`src/rtl/pipeline_skid_buffer_if.sv`:
```
// Valid/ready handshake bundle for pipeline_skid_buffer: upstream insert side and downstream remove side.
// The master modport is the environment around the block; the slave modport is the block itself.
interface pipeline_skid_buffer_if #(
  parameter int WORD_WIDTH = 0
);
  logic                  input_valid;
  logic                  input_ready;
  logic [WORD_WIDTH-1:0] input_data;
  logic                  output_valid;
  logic                  output_ready;
  logic [WORD_WIDTH-1:0] output_data;

  modport master (
    output input_valid,
    input  input_ready,
    output input_data,
    input  output_valid,
    output output_ready,
    input  output_data
  );

  modport slave (
    input  input_valid,
    output input_ready,
    input  input_data,
    output output_valid,
    input  output_ready,
    output output_data
  );
endinterface

```
`src/rtl/pipeline_skid_buffer.sv`:
```
// Two-entry valid/ready skid buffer: registered input_ready and output_valid break every
// combinational path between the upstream and downstream handshakes at full throughput.

module pipeline_skid_buffer_reg #(
  parameter int WIDTH = 1
) (
  input  logic             clock,
  input  logic             clear,
  input  logic             enable_i,
  input  logic [WIDTH-1:0] data_i,
  output logic [WIDTH-1:0] data_o
);
  logic [WIDTH-1:0] data_q;

  always_ff @(posedge clock) begin
    if (clear) begin
      data_q <= '0;
    end else if (enable_i) begin
      data_q <= data_i;
    end
  end

  assign data_o = data_q;
endmodule

module pipeline_skid_buffer #(
  parameter int WORD_WIDTH = 0
) (
  input  logic                         clock,
  input  logic                         clear,
  pipeline_skid_buffer_if.slave        bus
);
  typedef enum logic [1:0] {
    ST_EMPTY = 2'b00,
    ST_BUSY  = 2'b01,
    ST_FULL  = 2'b10
  } state_t;

  state_t state_q;
  state_t state_d;

  logic input_ready_q;
  logic input_ready_d;
  logic output_valid_q;
  logic output_valid_d;

  logic insert;
  logic remove;

  logic                  main_load;
  logic                  main_from_skid;
  logic                  skid_load;
  logic [WORD_WIDTH-1:0] main_d;
  logic [WORD_WIDTH-1:0] main_q;
  logic [WORD_WIDTH-1:0] skid_q;

  assign insert = bus.input_valid & input_ready_q;
  assign remove = output_valid_q & bus.output_ready;

  always_comb begin
    state_d        = state_q;
    main_load      = 1'b0;
    main_from_skid = 1'b0;
    skid_load      = 1'b0;
    case (state_q)
      ST_EMPTY: begin
        if (insert) begin
          main_load = 1'b1;
          state_d   = ST_BUSY;
        end
      end
      ST_BUSY: begin
        if (insert && remove) begin
          main_load = 1'b1;
        end else if (insert) begin
          skid_load = 1'b1;
          state_d   = ST_FULL;
        end else if (remove) begin
          state_d   = ST_EMPTY;
        end
      end
      ST_FULL: begin
        if (remove) begin
          main_load      = 1'b1;
          main_from_skid = 1'b1;
          state_d        = ST_BUSY;
        end
      end
      default: begin
        state_d = ST_EMPTY;
      end
    endcase
  end

  // Handshake flags follow the next state so they are valid straight out of a flop.
  assign input_ready_d  = (state_d != ST_FULL);
  assign output_valid_d = (state_d == ST_BUSY) || (state_d == ST_FULL);
  assign main_d         = main_from_skid ? skid_q : bus.input_data;

  always_ff @(posedge clock) begin
    if (clear) begin
      state_q        <= ST_EMPTY;
      input_ready_q  <= 1'b1;
      output_valid_q <= 1'b0;
    end else begin
      state_q        <= state_d;
      input_ready_q  <= input_ready_d;
      output_valid_q <= output_valid_d;
    end
  end

  pipeline_skid_buffer_reg #(.WIDTH(WORD_WIDTH)) u_main_reg (
    .clock    (clock),
    .clear    (clear),
    .enable_i (main_load),
    .data_i   (main_d),
    .data_o   (main_q)
  );

  pipeline_skid_buffer_reg #(.WIDTH(WORD_WIDTH)) u_skid_reg (
    .clock    (clock),
    .clear    (clear),
    .enable_i (skid_load),
    .data_i   (bus.input_data),
    .data_o   (skid_q)
  );

  assign bus.input_ready  = input_ready_q;
  assign bus.output_valid = output_valid_q;
  assign bus.output_data  = main_q;
endmodule
```
`src/flat_wrapper.sv`:
```
// flat-port wrapper written by rule: the top's interface ports become plain ports
module pipeline_skid_buffer_flat 
#(
  parameter int WORD_WIDTH = 0
)
  (clock, clear, bus_input_valid, bus_input_ready, bus_input_data, bus_output_valid, bus_output_ready, bus_output_data);
  pipeline_skid_buffer_if #(.WORD_WIDTH(WORD_WIDTH)) bus_i ();
  input  logic clock;
  input  logic clear;
  input wire logic [$bits(bus_i.input_valid)-1:0] bus_input_valid;
  output wire logic [$bits(bus_i.input_ready)-1:0] bus_input_ready;
  input wire logic [$bits(bus_i.input_data)-1:0] bus_input_data;
  output wire logic [$bits(bus_i.output_valid)-1:0] bus_output_valid;
  input wire logic [$bits(bus_i.output_ready)-1:0] bus_output_ready;
  output wire logic [$bits(bus_i.output_data)-1:0] bus_output_data;
  assign bus_i.input_valid = bus_input_valid;
  assign bus_input_ready = bus_i.input_ready;
  assign bus_i.input_data = bus_input_data;
  assign bus_output_valid = bus_i.output_valid;
  assign bus_i.output_ready = bus_output_ready;
  assign bus_output_data = bus_i.output_data;
  pipeline_skid_buffer #(.WORD_WIDTH(WORD_WIDTH)) u_core (.clock(clock), .clear(clear), .bus(bus_i));
endmodule
```
`config.mk`:
```
export PLATFORM = sky130hd
export DESIGN_NAME = pipeline_skid_buffer_flat
export DESIGN_NICKNAME = d
export VERILOG_FILES = /design/src/rtl/pipeline_skid_buffer_if.sv /design/src/rtl/pipeline_skid_buffer.sv /design/src/flat_wrapper.sv
export SDC_FILE = /design/constraint.sdc
export NUM_CORES = 1
export LEC_CHECK = 0
export CORE_AREA = 2 2 39 41
export CTS_CLUSTER_SIZE = 25
export DETAILED_ROUTE_END_ITERATION = 10
export DIE_AREA = 0 0 41 43
export MAX_ROUTING_LAYER = met4
export PLACE_DENSITY_LB_ADDON = 0.2
export SLEW_MARGIN = 25
export SYNTH_ARGS = -nofsm -noshare
export SYNTH_HDL_FRONTEND = slang
export SYNTH_SLANG_ARGS = --single-unit
```
`constraint.sdc`:
```
create_clock -name clock -period 1.4 [get_ports clock]
set_input_delay 0.28 -clock clock [delete_from_list [all_inputs] [get_ports clock]]
set_output_delay 0.28 -clock clock [all_outputs]
set_load 0.1 [all_outputs]
```
==> flow_summary.html <==
<table>
<tr><th>Metric</th><th>Value</th></tr>
<tr><th colspan="2">Outcome</th></tr>
<tr><td>Outcome</td><td>completed</td></tr>
<tr><th colspan="2">Logic synthesis</th></tr>
<tr><td>Synth Register Bits</td><td>8</td></tr>
<tr><td>Proportion of netlist area held by the largest area contributor</td><td>between 40% and 50%</td></tr>
<tr><td>Average cell area after synthesis</td><td>around 9.5 um2</td></tr>
<tr><td>Syn nets</td><td>48</td></tr>
<tr><td>Proportion of synthesized chip area in sequential cells</td><td>41.3%</td></tr>
<tr><td>Post-synthesis cell type with the largest combined area</td><td>dfxtp_1</td></tr>
<tr><td>Synth area leaders</td><td>dfxtp_1, nand2b_1, mux2i_1</td></tr>
<tr><td>Warnings, synthesis</td><td>0</td></tr>
<tr><td>Number of cells produced by synthesis</td><td>41</td></tr>
<tr><td>Count of unique library cells instantiated by Yosys</td><td>22</td></tr>
<tr><td>Cell area after synthesis</td><td>a little under 400 um2</td></tr>
<tr><th colspan="2">Layout</th></tr>
<tr><td>Post-synthesis to final-layout area growth</td><td>72.3%</td></tr>
<tr><td>Ratio of cells with drive above 1 in the final layout</td><td>~44%</td></tr>
<tr><td>Non-filler instance count after layout</td><td>slightly below 80</td></tr>
<tr><td>Antenna diode count</td><td>0</td></tr>
<tr><td>Post-layout nets</td><td>71</td></tr>
<tr><th colspan="2">Clocking</th></tr>
<tr><td>Clock tree from TritonCTS</td><td>done</td></tr>
<tr><td>Clock Pin Slew Worst Setup and Hold Paths</td><td>around 0.06 ns</td></tr>
<tr><td>Number of buffers between clock root and the deepest sink</td><td>2</td></tr>
<tr><td>H-tree depth reported by CTS</td><td>1</td></tr>
<tr><td>TritonCTS sink count</td><td>8</td></tr>
<tr><td>Clock latency at the later pin of the worst-skew pair</td><td>between 0.2 and 0.3 ns</td></tr>
<tr><td>Clock Root Buffer</td><td>clkbuf_4</td></tr>
<tr><td>Inserted Clock Buffers</td><td>3</td></tr>
<tr><td>Number of hold buffers added after CTS</td><td>0</td></tr>
<tr><th colspan="2">Critical path</th></tr>
<tr><td>Slowest Stage Delay on Critical Path</td><td>between 0.3 and 0.4 ns</td></tr>
<tr><td>Slowest cell on crit path</td><td>dfxtp_4</td></tr>
<tr><td>Beginning of the worst register-to-register path</td><td>u_core.bus.output_valid</td></tr>
<tr><td>Crit path kind</td><td>flop to flop</td></tr>
<tr><td>Worst reg2reg endpoint</td><td>u_core.bus.output_valid</td></tr>
<tr><td>Crit path launch type</td><td>flop</td></tr>
<tr><td>R2R Setup Slk</td><td>approximately 0.12 ns</td></tr>
<tr><td>Critical Path AT</td><td>approximately 1.5 ns</td></tr>
<tr><td>Worst path cell trace</td><td>a21bo_4, xnor2_2, o21a_1, ha_1, nor2_1</td></tr>
<tr><td>Worst path required time</td><td>1.59 ns</td></tr>
<tr><td>Cell count of the worst reg-to-reg path</td><td>5</td></tr>
<tr><td>CP Max Fanout</td><td>2</td></tr>
<tr><td>CP endpoint kind</td><td>flop</td></tr>
<tr><td>Cell family with the largest share of critical-path delay</td><td>compound AO/OA/AOI/OAI gates</td></tr>
<tr><td>CP Buf/Inv Count</td><td>0</td></tr>
<tr><th colspan="2">Route</th></tr>
<tr><td>Number of nets with antenna violations after routing</td><td>0</td></tr>
<tr><td>Per-cell routed wire length</td><td>between 10 and 15 um</td></tr>
<tr><td>Iteration count of the initial detailed-routing pass</td><td>4</td></tr>
<tr><td>Total Wirelength</td><td>between 800 and 900 um</td></tr>
<tr><td>Detailed-route via count</td><td>~400</td></tr>
<tr><td>Initial detailed-routing violation count</td><td>5</td></tr>
<tr><td>Average via count per standard cell</td><td>~5.0</td></tr>
<tr><td>Count of unresolved DRC violations after routing</td><td>0</td></tr>
<tr><th colspan="2">Power and ir drop</th></tr>
<tr><td>Largest voltage drop on the vdd net</td><td>~0.56 mV</td></tr>
<tr><td>Leakage power summed over all cells</td><td>0.286 nW</td></tr>
<tr><td>Total internal power</td><td>0.566 mW</td></tr>
<tr><td>Proportion of power drawn by flip-flops and latches</td><td>around 33%</td></tr>
<tr><td>Power density over the cells</td><td>1330 nW/um2</td></tr>
<tr><td>Combinational share of power</td><td>a little under half</td></tr>
<tr><td>Power dissipated by switching net loads</td><td>between 0.3 and 0.4 mW</td></tr>
<tr><td>Switch share</td><td>36.5%</td></tr>
<tr><td>Relative contribution of the clock network to total power</td><td>21.6%</td></tr>
<tr><th colspan="2">GRT</th></tr>
<tr><td>Vias in the first global route</td><td>about 350</td></tr>
<tr><td>Maximum number of pins on one net before global-route repair</td><td>9</td></tr>
<tr><td>First-pass GRT wire length</td><td>about 1.5 mm</td></tr>
<tr><td>Overflow left after global routing</td><td>0</td></tr>
<tr><td>Total track usage</td><td>roughly an eighth</td></tr>
<tr><td>Initial antenna violation count</td><td>0</td></tr>
<tr><th colspan="2">Floorplan</th></tr>
<tr><td>Floorplan die width</td><td>41 um</td></tr>
<tr><td>Floorplan die height</td><td>roughly 43 um</td></tr>
<tr><td>Die Footprint</td><td>~1800 um2</td></tr>
<tr><td>Number of standard-cell rows in the floorplan</td><td>14</td></tr>
<tr><td>Top-level I/O count</td><td>10</td></tr>
<tr><td>Starting density of the core</td><td>28.0%</td></tr>
<tr><td>Core Box Area</td><td>roughly 1400 um2</td></tr>
<tr><th colspan="2">STA</th></tr>
<tr><td>Worst slew pin tran</td><td>between 0.2 and 0.25 ns</td></tr>
<tr><td>Post-Route Setup TNS</td><td>0 ns</td></tr>
<tr><td>Number of hold-slack violations in the final timing report</td><td>0</td></tr>
<tr><td>Post-route setup slack</td><td>0.125 ns</td></tr>
<tr><td>Fin. max-slew vios</td><td>0</td></tr>
<tr><td>Maximum achievable frequency</td><td>784 MHz</td></tr>
<tr><td>Final worst path period share</td><td>approximately nine tenths</td></tr>
<tr><td>Clock tree skew after final layout</td><td>roughly 0.008 ns</td></tr>
<tr><td>Worst-case headroom to the max-slew limit</td><td>between 80% and 90%</td></tr>
<tr><td>Setup violation total in the final timing report</td><td>0</td></tr>
<tr><td>Unrepaired setup endpoints after global routing</td><td>false</td></tr>
<tr><td>Minimum clock period</td><td>about 1.3 ns</td></tr>
<tr><th colspan="2">Placed design</th></tr>
<tr><td>Number of placed instances, taps included</td><td>74</td></tr>
<tr><td>Number of I/O port buffers</td><td>9</td></tr>
<tr><td>Estimated wirelength of the detail-placed design</td><td>between 600 and 700 um</td></tr>
<tr><td>Pre-CTS setup slack</td><td>-0.272 ns</td></tr>
<tr><td>Routability Congestion</td><td>0.766</td></tr>
<tr><th colspan="2">Worst hold path</th></tr>
<tr><td>WHS Endpoint</td><td>u_core.u_skid_reg.data_o[0]</td></tr>
<tr><td>Worst hold path class</td><td>flop to flop</td></tr>
<tr><td>Startpoint of the most critical hold path</td><td>u_core.u_skid_reg.data_o[0]</td></tr>
<tr><td>Min-Delay Path Depth</td><td>2</td></tr>
<tr><th colspan="2">Flow run</th></tr>
<tr><td>Number of maximum-capacitance constraint violations</td><td>0</td></tr>
</table>
cells in the final DEF, fill, tap and decap left out, drive strengths merged, types with 2 or more instances in the layout:
cell type | synthesis | final
clkdlybuf4s50 | 0 | 3
nand2b | 6 | 6
dfxtp | 8 | 8
clkbuf | 0 | 4
o21ai | 2 | 2
nor2 | 3 | 3
mux2i | 2 | 2
buf | 1 | 14
nand4b | 2 | 2
nand3 | 2 | 2
a311oi | 2 | 2
kinds of logic after synthesis:
kind of cell | Yosys count | share of synthesized area [%]
adders and majority gates | 1 | 3.23
buffers and inverters | 1 | 1.29
xor gates and xnor gates | 1 | 2.26
AOI/OAI and AO/OA | 10 | 18.4
DFF | 8 | 41.3
muxes | 2 | 5.16
and+or+nand+nor | 18 | 28.4
worst min-delay path, stage by stage (launching register included):
cell and delay [ns]:
dfxtp_1 0.31, nand2b_1 0.06, mux2i_1 0.06
cell type report:
type / instances / area [um2]
clock buffer: 4 / 26.3
fill: 133 / 716
multi-input combinational: 32 / 244
sequential: 8 / 171
tap: 16 / 20.0
timing repair buffer: 19 / 206
metrics by stage:
step	util [%]	hold slack [ns]	power, mW	instance area, um2
finish	48.3	0.478	0.891	668
global route	48.3	0.497	0.953	668
CTS	47.0	0.484	0.888	651
detailed placement	44.1	0.475	0.677	611
global placement	44.1	0.468	0.679	611
floorplan	-	0.435	0.513	398
how the worst max path moves through the flow:
stage | cells past startpoint | slack, ns | endpoint | startpoint
2_1_floorplan | 5 | -0.03 | u_core.bus.output_valid | u_core.bus.output_valid
3_3_place_gp | 6 | -0.27 | u_core.bus.output_valid | bus_output_ready
3_5_place_dp | 6 | -0.27 | u_core.bus.output_valid | bus_output_ready
4_1_cts | 6 | 0.03 | u_core.bus.output_valid | bus_input_valid
5_1_grt | 5 | 0.02 | u_core.bus.output_valid | u_core.state_q[0]
6_report | 5 | 0.12 | u_core.bus.output_valid | u_core.bus.output_valid
flip-flops by register name, indices dropped and copies added, names as in the netlist:
| register | flops |
|---|---|
| u_core.u_skid_reg.data_o[-1] | 1 |
| u_core.state_q | 2 |
| u_core.bus.input_ready | 1 |
| u_core.u_main_reg.data_o[-1] | 1 |
| u_core.u_skid_reg.data_o | 1 |
| u_core.bus.output_valid | 1 |
| u_core.u_main_reg.data_o | 1 |
power groups by stage:
stage | Clock, mW | Sequential (mW) | Combinational, mW
2_1_floorplan | 0 | 0.417 | 0.0962
3_3_place_gp | 0 | 0.294 | 0.385
3_5_place_dp | 0 | 0.294 | 0.383
4_1_cts | 0.201 | 0.288 | 0.399
5_1_grt | 0.221 | 0.297 | 0.435
6_report | 0.192 | 0.292 | 0.408
synthesized netlist by cell type:
library cell,count
nand3b_1,1
nand2b_1,6
xnor2_1,1
nor2b_1,1
nand3_1,2
a311oi_1,2
and3b_2,1
or2_2,1
o21a_1,1
buf_2,1
a21boi_1,1
nand2_1,1
a21bo_2,1
o21ai_0,2
nand4b_1,2
nor2_1,3
o22ai_1,1
mux2i_1,2
a21oi_1,1
dfxtp_1,8
ha_1,1
a22oi_1,1
metal layers:
layer	GRT usage (%)	routed length (um)	vias up
met5	-	0	-
met4	6.00	4	0
met3	6.28	36	2
met2	18.8	441	7
met1	15.3	410	191
li1	-	-	196
what timing repair did:
| item | 4_1_cts | 5_1_grt |
|---|---|---|
| pin swaps | 1 | 1 |
| gates resized for setup | 2 | 5 |
| hold endpoints to repair | 0 | 0 |
| buffers inserted | 1 | 0 |
| setup endpoints to repair | 1 | 1 |
Note: power is estimated with default switching activity, not from simulation.
